`config.mk`:
```
export PLATFORM = sky130hd
export DESIGN_NAME = mem_read_throttle_flat
export DESIGN_NICKNAME = d
export VERILOG_FILES = /design/src/rtl/mem_read_throttle_if.sv /design/src/rtl/mem_read_throttle.sv /design/src/flat_wrapper.sv
export SDC_FILE = /design/constraint.sdc
export NUM_CORES = 1
export LEC_CHECK = 0
export CAP_MARGIN = 30
export CORE_MARGIN = 10
export CORE_UTILIZATION = 55
export CTS_BUF_LIST = sky130_fd_sc_hd__clkbuf_8
export DETAILED_ROUTE_END_ITERATION = 8
export HOLD_SLACK_MARGIN = 0.02
export PLACE_DENSITY = 0.81
export SLEW_MARGIN = 10
export SYNTH_ARGS = -nofsm -noshare
export SYNTH_HDL_FRONTEND = slang
export SYNTH_SLANG_ARGS = --single-unit
```
`constraint.sdc`:
```
create_clock -name clk -period 11.8 [get_ports clk]
set_input_delay 1.77 -clock clk [delete_from_list [all_inputs] [get_ports clk]]
set_output_delay 1.77 -clock clk [all_outputs]
set_load 0.005 [all_outputs]
```
`src/rtl/mem_read_throttle_if.sv`:
```
`default_nettype none
// +----------------------------------------------------------------------+
// | mem_read_throttle_if: request/ack bundle between arbiter and memory   |
// | Rev 1.0                                                               |
// +----------------------------------------------------------------------+
interface mem_read_throttle_if;
  logic        request;
  logic [29:0] addr;
  logic [4:0]  rlen;
  logic        rnw;
  logic        rmw;
  logic [1:0]  id;
  logic        ack;

  modport master (output request, addr, rlen, rnw, rmw, id, input ack);
  modport slave  (input request, addr, rlen, rnw, rmw, id, output ack);
endinterface
`default_nettype wire

```
`src/rtl/mem_read_throttle.sv`:
```
`default_nettype none
// +----------------------------------------------------------------------+
// | mem_read_throttle: per-ID outstanding read burst limiter              |
// | Rev 1.0                                                               |
// +----------------------------------------------------------------------+
module mem_read_throttle #(
  parameter int MAX_OUTSTANDING = 4
) (
  input  logic                       clk,
  input  logic                       rst,
  mem_read_throttle_if.slave         up,
  mem_read_throttle_if.master        mem,
  input  logic                       mem_rvalid,
  input  logic [1:0]                 mem_rid,
  output logic [3:0]                 id_busy,
  output logic [3:0]                 id_full,
  output logic                       idle,
  output logic                       unexpected_rvalid
);

  localparam int CW = $clog2(MAX_OUTSTANDING + 1);
  localparam int PW = (MAX_OUTSTANDING > 1) ? $clog2(MAX_OUTSTANDING) : 1;
  localparam logic [CW-1:0] C_FULL     = CW'(MAX_OUTSTANDING);
  localparam logic [PW-1:0] C_LAST_PTR = PW'(MAX_OUTSTANDING - 1);

  logic [CW-1:0] count_q [4];
  logic [CW-1:0] count_d [4];
  logic [4:0]    beat_q  [4];
  logic [4:0]    beat_d  [4];
  logic [PW-1:0] wptr_q  [4];
  logic [PW-1:0] wptr_d  [4];
  logic [PW-1:0] rptr_q  [4];
  logic [PW-1:0] rptr_d  [4];
  logic [4:0]    fifo_q  [4][MAX_OUTSTANDING];
  logic [4:0]    fifo_d  [4][MAX_OUTSTANDING];
  logic [3:0]    busy_q, busy_d;
  logic [3:0]    full_q, full_d;
  logic          idle_q, idle_d;
  logic          unexp_q, unexp_d;

  logic          w_is_read;
  logic          w_block;
  logic          w_accept;
  logic          w_beat_ok;
  logic          w_complete;
  logic [3:0]    w_push;
  logic [3:0]    w_pop;
  logic [3:0]    w_beat_hit;

  function automatic logic [PW-1:0] next_ptr(input logic [PW-1:0] p);
    return (p == C_LAST_PTR) ? '0 : p + 1'b1;
  endfunction

  // Block decision uses registered counts only; a completion this cycle does not unblock.
  assign w_is_read  = up.rnw | up.rmw;
  assign w_block    = w_is_read & (count_q[up.id] == C_FULL);
  assign mem.request = up.request & ~w_block;
  assign mem.addr   = up.addr;
  assign mem.rlen   = up.rlen;
  assign mem.rnw    = up.rnw;
  assign mem.rmw    = up.rmw;
  assign mem.id     = up.id;
  assign up.ack     = mem.request & mem.ack;

  assign w_accept   = up.ack & w_is_read;
  assign w_beat_ok  = mem_rvalid & (count_q[mem_rid] != '0);
  assign w_complete = w_beat_ok & (beat_q[mem_rid] == fifo_q[mem_rid][rptr_q[mem_rid]]);

  for (genvar i = 0; i < 4; i++) begin : g_id
    assign w_push[i]     = w_accept   & (up.id   == 2'(i));
    assign w_pop[i]      = w_complete & (mem_rid == 2'(i));
    assign w_beat_hit[i] = w_beat_ok  & (mem_rid == 2'(i));
  end

  always_comb begin
    count_d = count_q;
    beat_d  = beat_q;
    wptr_d  = wptr_q;
    rptr_d  = rptr_q;
    fifo_d  = fifo_q;
    busy_d  = '0;
    full_d  = '0;
    for (int i = 0; i < 4; i++) begin
      if (w_push[i]) begin
        fifo_d[i][wptr_q[i]] = up.rlen;
        wptr_d[i]            = next_ptr(wptr_q[i]);
      end
      if (w_pop[i]) begin
        rptr_d[i] = next_ptr(rptr_q[i]);
        beat_d[i] = '0;
      end else if (w_beat_hit[i]) begin
        beat_d[i] = beat_q[i] + 5'd1;
      end
      case ({w_push[i], w_pop[i]})
        2'b10:   count_d[i] = count_q[i] + 1'b1;
        2'b01:   count_d[i] = count_q[i] - 1'b1;
        default: count_d[i] = count_q[i];
      endcase
      busy_d[i] = (count_d[i] != '0);
      full_d[i] = (count_d[i] == C_FULL);
    end
    idle_d  = ~|busy_d;
    unexp_d = mem_rvalid & (count_q[mem_rid] == '0);
  end

  always_ff @(posedge clk) begin
    if (rst) begin
      for (int i = 0; i < 4; i++) begin
        count_q[i] <= '0;
        beat_q[i]  <= '0;
        wptr_q[i]  <= '0;
        rptr_q[i]  <= '0;
      end
      busy_q  <= '0;
      full_q  <= '0;
      idle_q  <= 1'b1;
      unexp_q <= 1'b0;
    end else begin
      count_q <= count_d;
      beat_q  <= beat_d;
      wptr_q  <= wptr_d;
      rptr_q  <= rptr_d;
      busy_q  <= busy_d;
      full_q  <= full_d;
      idle_q  <= idle_d;
      unexp_q <= unexp_d;
    end
  end

  // Storage needs no reset: entries are only read while their count is non-zero.
  always_ff @(posedge clk) begin
    fifo_q <= fifo_d;
  end

  assign id_busy           = busy_q;
  assign id_full           = full_q;
  assign idle              = idle_q;
  assign unexpected_rvalid = unexp_q;

endmodule
`default_nettype wire

```
`src/flat_wrapper.sv`:
```
// flat-port wrapper written by rule: the top's interface ports become plain ports
module mem_read_throttle_flat 
#(
  parameter int MAX_OUTSTANDING = 4
)
  (clk, rst, mem_rvalid, mem_rid, id_busy, id_full, idle, unexpected_rvalid, up_request, up_addr, up_rlen, up_rnw, up_rmw, up_id, up_ack, mem_request, mem_addr, mem_rlen, mem_rnw, mem_rmw, mem_id, mem_ack);
  mem_read_throttle_if up_i ();
  mem_read_throttle_if mem_i ();
  input  logic clk;
  input  logic rst;
  input  logic mem_rvalid;
  input  logic [1:0] mem_rid;
  output logic [3:0] id_busy;
  output logic [3:0] id_full;
  output logic idle;
  output logic unexpected_rvalid;
  input wire logic [$bits(up_i.request)-1:0] up_request;
  input wire logic [$bits(up_i.addr)-1:0] up_addr;
  input wire logic [$bits(up_i.rlen)-1:0] up_rlen;
  input wire logic [$bits(up_i.rnw)-1:0] up_rnw;
  input wire logic [$bits(up_i.rmw)-1:0] up_rmw;
  input wire logic [$bits(up_i.id)-1:0] up_id;
  output wire logic [$bits(up_i.ack)-1:0] up_ack;
  output wire logic [$bits(mem_i.request)-1:0] mem_request;
  output wire logic [$bits(mem_i.addr)-1:0] mem_addr;
  output wire logic [$bits(mem_i.rlen)-1:0] mem_rlen;
  output wire logic [$bits(mem_i.rnw)-1:0] mem_rnw;
  output wire logic [$bits(mem_i.rmw)-1:0] mem_rmw;
  output wire logic [$bits(mem_i.id)-1:0] mem_id;
  input wire logic [$bits(mem_i.ack)-1:0] mem_ack;
  assign up_i.request = up_request;
  assign up_i.addr = up_addr;
  assign up_i.rlen = up_rlen;
  assign up_i.rnw = up_rnw;
  assign up_i.rmw = up_rmw;
  assign up_i.id = up_id;
  assign up_ack = up_i.ack;
  assign mem_request = mem_i.request;
  assign mem_addr = mem_i.addr;
  assign mem_rlen = mem_i.rlen;
  assign mem_rnw = mem_i.rnw;
  assign mem_rmw = mem_i.rmw;
  assign mem_id = mem_i.id;
  assign mem_i.ack = mem_ack;
  mem_read_throttle #(.MAX_OUTSTANDING(MAX_OUTSTANDING)) u_core (.clk(clk), .rst(rst), .up(up_i), .mem(mem_i), .mem_rvalid(mem_rvalid), .mem_rid(mem_rid), .id_busy(id_busy), .id_full(id_full), .idle(idle), .unexpected_rvalid(unexpected_rvalid));
endmodule
```
# Yosys cells after proc, flatten, opt, wreduce, memory -nomap -nowiden
# Cells that the tools add are included.
[totals]
regBits = 138
latch_bits = 0
ram_bits = 0
rom_bits = 0
input_bits = 46
output_inout_bits = 51
mem_count = 0
[op_classes]
addsub = 20
multipliers = 0
div = 0
order_cmp = 11
eq_ne = 28
shifts = 0
muxes = 42
bitwise_logic = 28
n_reduce_logical = 18
[ops]
columns = ["cell", "count"]
rows = [
  ["bitwise mux 20 bit", 4],
  ["binary-select mux 20 bit (select 2 bit)", 1],
  ["demux 5 bit (select 2 bit)", 4],
  ["2-to-1 mux 20 bit", 2],
  ["2-to-1 mux 5 bit", 8],
  ["== test 2 bit (second input constant)", 16],
  ["one-hot mux 3 bit (2 select lines)", 4],
  [">= comparator 3 bit (second input constant)", 7],
  ["NOT 2 -> 3 bit", 7],
  ["adder 5 x 1 -> 5 bit (second input constant)", 4],
  ["binary-select mux 5 bit (select 2 bit)", 2],
  ["2-to-1 mux 2 bit", 10],
  ["AND 1 bit", 19],
  ["adder 2 x 1 -> 2 bit (second input constant)", 8],
  ["== test 3 bit (second input constant)", 5],
  ["nonzero test 3 bit", 5],
  ["adder 3 x 1 -> 3 bit (second input constant)", 4],
  ["binary-select mux 3 bit (select 2 bit)", 2],
  ["== test 2 x 1 -> 1 bit (second input constant)", 6],
  ["< comparator 3 x 1 -> 1 bit (second input constant)", 4],
  ["2-to-1 mux 3 bit", 4],
  ["subtractor 3 x 1 -> 3 bit (second input constant)", 4],
  ["OR reduction 2 bit", 4],
  ["== test 5 bit", 1],
  ["8 further kinds", 12],
]

# Longest topological paths before layout
[depth]
ltp_word = 16
mapped_depth = 16

# Worst setup path before layout
# OpenSTA, ideal clock, no wires.
[synth_timing]
path_kind = "input -> register"
startpoint = "in mem_rid[0]"
endpoint = "reg u_core.idle_q (netlist: u_core.idle)"
t_arrival_ns = 5.152
slack_ns = 6.531
path_stages = 15
path_buffers = 2
cell_sequence = "buf_6 buf_2 mux4_2 mux2i_1 mux2i_1 xnor2_1 nand2_1 nor4_4 ha_1 inv_1 fa_1 xor2_1 xor2_1 a32o_1 a41o_1"
[synth_between]
elab_chain_cells = 16
[synth_lines]
columns = ["item", "line", "text"]
rows = [
  ["start: declaration", "flat_wrapper.sv:12", "input logic [1:0] mem_rid;"],
  ["NOT 2 -> 3 bit (implied by the code)", "mem_read_throttle.sv:66, mem_read_throttle.sv:67", ""],
  ["binary-select mux 2 bit (select 2 bit)", "mem_read_throttle.sv:67", "assign w_complete = w_beat_ok & (beat_q[mem_rid] == fifo_q[mem_rid][rptr_q[mem_rid]]);"],
  ["2-to-1 mux 2 bit (implied by the code) (2 in a row)", "mem_read_throttle.sv:67", ""],
  ["NOT 2 -> 3 bit (implied by the code)", "mem_read_throttle.sv:67", ""],
  ["binary-select mux 5 bit (select 2 bit)", "mem_read_throttle.sv:67", ""],
  ["2-to-1 mux 5 bit (implied by the code) (2 in a row)", "mem_read_throttle.sv:67", ""],
  ["== test 5 bit", "mem_read_throttle.sv:67", ""],
  ["AND 1 bit", "mem_read_throttle.sv:67", ""],
  ["AND 1 bit *", "mem_read_throttle.sv:71", "assign w_pop[i] = w_complete & (mem_rid == 2'(i));"],
  ["named net u_core.w_pop[2]", "mem_read_throttle.sv:47", "logic [3:0] w_pop;"],
  ["== test 2 x 1 -> 1 bit / == test 2 bit (equally long branches)", "mem_read_throttle.sv:94", "case ({w_push[i], w_pop[i]})"],
  ["one-hot mux 3 bit (2 select lines) *", "mem_read_throttle.sv:94", ""],
  ["nonzero test 3 bit *", "mem_read_throttle.sv:99", "busy_d[i] = (count_d[i] != '0);"],
  ["OR reduction 4 bit *", "mem_read_throttle.sv:102", "idle_d = ~|busy_d;"],
  ["zero test 1 bit *", "mem_read_throttle.sv:102", ""],
  ["end signal: assignment", "mem_read_throttle.sv:125", "idle_q <= idle_d;"],
  ["end: declaration", "mem_read_throttle.sv:38", "logic idle_q, idle_d;"],
]
# Mark *: on every way through the listed nets, which the timed path passes. The rest lies on a longest branch. The select of a mux whose other input is x is not followed.
# A chain may end at the register's enable or synchronous reset.

# Worst setup path after layout
[layout_timing]
startpoint = "in mem_rid[1]"
endpoint = "reg u_core.idle_q (netlist: u_core.idle)"
# Same word-level chain as after synthesis.

==> run_results.csv <==
group,metric,value,unit
floorplan,die_h,131,um
sta,rsz0062_at_grt,"false",
floorplan,initial_utilization,0.562,
setup_path,rr_startpoint,"u_core.rptr_q[1]",
route,postRouteWirelength,13000,um
clocking,post_cts_buffers,0,
setup_path,cp-end-kind,"flop",
route,ant_nets,0,
sta,tns,0,ns
route,drt_iter0_markers,283,
clocking,clk_latency,0.44,ns
sta,drv_slew,0,
sta,setup_viol,0,
floorplan,num_rows,40,
setup_path,criticalPathCategory,"primary input to flop",
clocking,numCtsBuffers,17,
pwr,powerDensity,122,mW/mm^2
sta,fin_crit_sh,0.505,
global_routing,overflow,0,
setup_path,reg2regPathDepth,13,
sta,period_needed,5.95,ns
synth,synth_nets,592,
setup_path,arrival,6.34,ns
worst_hold_path,hold_path_class,"flop to flop",
setup_path,path_max_fanout,32,
synth,synth_ff_type,"edfxtp_1",
setup_path,reg2reg_to,"u_core.idle",
sta,setup_ws,5.85,ns
clocking,clk_pin_slew,0.08,ns
global_routing,grt_pass1_wl,21000,um
global_routing,grt_max_degree,67,
floorplan,dieArea,0.0171,sq mm
placement,portBuffers,36,
synth,postSynthAreaPerCell,13.1,sq um
placement,place_congestion,0.768,
synth,ys_types,44,
setup_path,r2r_slack,7.58,ns
pwr,p_leak,2.45,nW
clocking,ctsLongestPathBuffers,2,
floorplan,ios,97,
clocking,cts_sinks,138,
final_layout,drive_gt1_frac,0.141,
synth,synthTopCellsByCount,"edfxtp_1 (80), dfxtp_1 (58), buf_4 (41)",
sta,holdWs,0.520,ns
flow_run,drv_cap,0,
placement,dp_hpwl,9490,um
synth,ys_ff_latch,138,
setup_path,crit_path_start_kind,"primary input",
sta,relSlewSlack,0.551,
route,first_pass_iters,6,
final_layout,final_cells,673,
global_routing,first_global_vias,3971,
route,wl_met1,5460,um
synth,yosys.area.top_type_share,0.356,
synth,synth_edf_count,80,
route,routed.top_layer,"met4",
clocking,htreeDepth,4,
placement,post_dp_cell_area,0.00694,sq mm
global_routing,antenna_found_initial,0,
sta,tightest_slew,0.669,ns
clocking,clockRootBuffer,"clkbuf_8",
floorplan,fp.dieW,131,um
route,routed-wl-met2,6520,um
clocking,cts-resized-gates,0,
floorplan,core_area,0.0120,sq mm
final_layout,final_area,0.00726,sq mm
synth,synthTopCellsByArea,"edfxtp_1 (36%), dfxtp_1 (17%), mux4_2 (9.3%)",
clocking,cts_tree,"yes",
final_layout,fillCellCount,911,
sta,fin_skew,0.0105,ns
pwr,ir_worst_vdd,75.4,uV
synth,synth_area,0.00675,sq mm
clocking,hold_buffers,0,
route,route.detailed.drc,0,
route,num_vias,3861,
global_routing,grtUsageTotal,0.161,
sta,hold_viol_final,0,
final_layout,synthToLayoutAreaGrowth,7.60,%
sta,clock.fmax,168,MHz
setup_path,required,12.18,ns
worst_hold_path,holdPathEnd,"u_core.rptr_q[3]",
synth,yosys_warnings,0,
placement,dp_cells,642,
final_layout,n_antenna_cell,0,
placement,pre_cts_slack,5.49,ns
route,wl_per_cell,19.2,um
synth,synthCells,514,
route,wl_met3,825,um
synth,synthArstFlopShare,0,
synth,synth_top_area_cell,"edfxtp_1",
synth,synth.most_common_cell,"edfxtp_1",
worst_hold_path,whs_path_depth,2,
final_layout,num-nets-final,592,
outcome,status,"complete, no violations",
worst_hold_path,hp-start,"u_core.rptr_q[3]",
route,via_per_inst,5.74,
synth,ys_seq_area_frac,0.528,
-- logic make-up (layout without fill, tap and decap cells) --
logic type | Yosys count | after routing | share of synthesized area
xor gates and xnor gates | 35 | 35 | 0.0465
buffers and inverters | 83 | 95 | 0.0717
muxes | 60 | 60 | 0.144
and+or+nand+nor | 143 | 143 | 0.118
AOI/OAI and AO/OA | 23 | 23 | 0.0280
DFF | 138 | 138 | 0.528
adders and majority gates | 32 | 32 | 0.0638
-- cell type report --
cell class | count | area [sq um] | area share
Tap cell | 147 | 184 | 0.0253
Timing Repair Buffer | 40 | 404 | 0.0556
Clock inverter | 14 | 85.1 | 0.0117
Multi-Input combinational cell | 293 | 2700 | 0.372
Inverter | 24 | 90.1 | 0.0124
Sequential cell | 138 | 3560 | 0.491
Clock buffer | 17 | 234 | 0.0322
-- placed cells by master, fill, tap and decap left out, types with 9 or more instances in the layout --
master           synthesis  layout
ha_1                    28      28
nor2_1                  36      36
inv_1                   24      25
nand2_1                 12      12
nor3_1                  33      33
xor2_1                  22      22
and3_1                   9       9
xnor2_1                 12      12
edfxtp_1                80      80
nor2b_1                 13      13
dfxtp_1                 58      58
mux4_2                  28      28
clkdlybuf4s50_1          0      34
nand4_1                 10      10
nand2b_1                10      10
and2_1                  10      10
mux2i_1                 27      27
clkbuf_8                 0      17
-- registers in the layout, summed over array words and instances (netlist names) --
| signal | count |
|---|---|
| u_core.wptr_q | 8 |
| u_core.rptr_q | 8 |
| u_core.count_q | 12 |
| u_core.idle | 1 |
| u_core.unexpected_rvalid | 1 |
| u_core.id_busy | 4 |
| u_core.beat_q | 20 |
| u_core.fifo_q | 80 |
| u_core.id_full | 4 |
-- metrics by stage --
| step | util | total power, mW |
|---|---|---|
| after floorplan | - | 0.570 |
| after global placement | 0.575 | 0.582 |
| after detailed placement | 0.578 | 0.585 |
| after CTS | 0.605 | 0.894 |
| after global routing | 0.605 | 0.922 |
| final | 0.605 | 0.889 |
-- routing by layer --
layer | up-vias | track usage
met4 | 0 | 0.0438
met5 | - | 0
li1 | 1817 | -
met1 | 1901 | 0.197
met3 | 18 | 0.0548
met2 | 125 | 0.267
-- worst max-delay path, stage by stage --
cell and delay (ns):
clkdlybuf4s50_1 0.45, buf_4 0.38, mux4_2 0.55, mux2i_1 0.17, mux2i_1 0.23, xnor2_2 0.16
o311ai_4 0.21, nor4_4 0.65, ha_1 0.31, inv_1 0.08, fa_1 0.52, nor2b_1 0.24
a32oi_1 0.14, o21ai_0 0.27, a41o_1 0.19
-- power breakdown --
group,internal (mW),switching [mW],leakage (nW)
Sequential,0.512,0.00277,1.19
Combinational,0.0276,0.0313,1.11
Clock,0.140,0.175,0.153
Total,0.680,0.209,2.45
-- how the worst max path moves through the flow --
stage                  endpoint  slack (ns)  cells past startpoint       start
CTS                 u_core.idle        5.95                     15  mem_rid[0]
global placement    u_core.idle        5.45                     14  mem_rid[0]
finish              u_core.idle        5.85                     15  mem_rid[1]
detailed placement  u_core.idle        5.49                     15  mem_rid[0]
floorplan           u_core.idle        6.53                     15  mem_rid[0]
global route        u_core.idle        5.65                     15  mem_rid[0]
Power figures use the tool's default switching activity.
==> edit (same settings) <==
Reset style: asynchronous (`rst`), changed in one clocked block.
--- a/src/rtl/mem_read_throttle.sv
+++ b/src/rtl/mem_read_throttle.sv
@@ -103,7 +103,7 @@
     unexp_d = mem_rvalid & (count_q[mem_rid] == '0);
   end
 
-  always_ff @(posedge clk) begin
+  always_ff @(posedge clk or posedge rst) begin
     if (rst) begin
       for (int i = 0; i < 4; i++) begin
         count_q[i] <= '0;
Check against the original RTL: differs if rst is asserted again (counterexample within 4 cycles, from zero or initial values and one cycle with rst high); with rst held inactive, the same outputs for 4 cycles.
==> edit against the unedited design <==
- sequential cell count unchanged
- setup slack got worse by 0.037 ns
- highest routed layer unchanged
- final area increased by 4.0%
- synthesized cell count decreased by 4.3%
- synthesized area increased by 2.9%
- routed wire length increased by 2.6%
Power is not compared: it rests on default switching activity, and its combinational part moved more than twofold at a synthesized area within 25%.
==> edit: results (changes against the unedited design) <==
Outcome -> finished, final reports clean (unchanged)
Slowest-stage cell, CP -> mux4_2 (was nor4_4)
Placed insts -> 643 (was 642)
Mean Syn Cell Area -> 14.1 um2 (was 13.1 um2)
Layout cells sized above 1 -> 18.5% (was 14.1%)
Top cells by area, synth -> edfxtp_1 35%, dfrtp_1 21%, mux4_2 7.5% (was edfxtp_1 36%, dfxtp_1 17%, mux4_2 9.3%)
Relative slew slack -> 48.6% (was 55.1%)
Worst r2r path cells -> 14 (was 13)
Worst R2R End -> u_core.idle (unchanged)
Largest net degree at the start of global routing -> 59 (was 67)
GPL Wtd Cong -> 0.814 (was 0.768)
Net count after synthesis -> 570 (was 592)
Vias per inst -> 5.63 (was 5.74)
Wirelength per Cell -> 19.6 um (was 19.2 um)
R2R Setup Slk -> 7.67 ns (was 7.58 ns)
Reg power frac -> 47.4%
Gr usage total -> 15.8% (was 16.1%)
Crit Path Max Fanout -> 33 (was 32)
Hold_ws -> 0.541 ns (was 0.520 ns)
Design Power -> 1.39 mW
Pre-CTS WS -> 5.36 ns (was 5.49 ns)
Largest area contributor in the netlist -> edfxtp_1 (unchanged)
Endpoints failing setup -> 0 (unchanged)
Asr flop ratio synth -> 42.0% (was 0%)
Sequential area share after synthesis -> 55.5% (was 52.8%)
CP delay by family, top -> simple AND/OR/NAND/NOR gates (was multiplexers)
Via count -> 3,814 (was 3,861)
Area of placed instances -> 7140 um2 (was 6940 um2)
First-pass GRT wire length -> 21.8 mm (was 21.0 mm)
Dpl hpwl -> 9.44 mm (was 9.49 mm)
Worst R2R Start -> u_core.rptr_q[1] (unchanged)
Initial DRC Count -> 273 (was 283)
Vias in the first global route -> 4,011 (was 3,971)
Critical Path Source -> mem_rid[1] (unchanged)
P_int -> 959 uW
Final Skew -> 0.0176 ns (was 0.0105 ns)
Fin worst setup slack -> 5.81 ns (was 5.85 ns)
Port bufs -> 36 (unchanged)
Fillers -> 894 (was 911)
Max incr delay on CP -> 0.74 ns (was 0.65 ns)
Post-synth top cells -> 80 x edfxtp_1, 57 x dfrtp_1, 40 x buf_4 (was 80 x edfxtp_1, 58 x dfxtp_1, 41 x buf_4)
TritonRoute pass-1 iters -> 4 (was 6)
edit: cell count changes after synthesis, sizes merged, moves of 16 or more:
cell,before,now
dfxtp,58,0
nor2,36,18
dfrtp,0,57
xor2,22,4
nor3,33,17
edit: cell type report:
cell class / instances / area (um2) / share of cell area, %
multi-input cells: 276 / 2600 / 34.4
clock inverters: 15 / 174 / 2.30
flip-flops and latches: 138 / 3850 / 51.0
well taps: 168 / 210 / 2.78
clock buffers: 17 / 234 / 3.10
repair buffers: 41 / 400 / 5.30
inverters: 22 / 82.6 / 1.09
edit: kinds of logic after synthesis:
logic type / after synthesis / synth area share, %
mux: 62 / 15.1
xor+xnor: 19 / 2.61
flops: 138 / 55.5
compound gates: 40 / 3.66
buf+inv: 78 / 7.08
simple gates: 123 / 9.90
fa+ha+maj: 32 / 6.19
edit: worst min-delay path by stage:
stage / start / to / cells after the start
floorplan: u_core.beat_q[14] / u_core.beat_q[14] / 2
global placement: u_core.beat_q[14] / u_core.beat_q[14] / 2
detailed placement: u_core.beat_q[14] / u_core.beat_q[14] / 2
CTS: u_core.beat_q[14] / u_core.beat_q[14] / 2
global route: u_core.beat_q[14] / u_core.beat_q[14] / 2
finish: u_core.beat_q[14] / u_core.beat_q[14] / 2
edit: per-layer routing:
| metal | vias to the layer above | global-route usage [%] | routed length (um) |
|---|---|---|---|
| met2 | 121 | 26.2 | 6690 |
| met1 | 1896 | 19.0 | 5470 |
| li1 | 1764 | - | - |
| met4 | 0 | 5.99 | 296 |
| met3 | 33 | 4.46 | 829 |
| met5 | - | 0 | 0 |
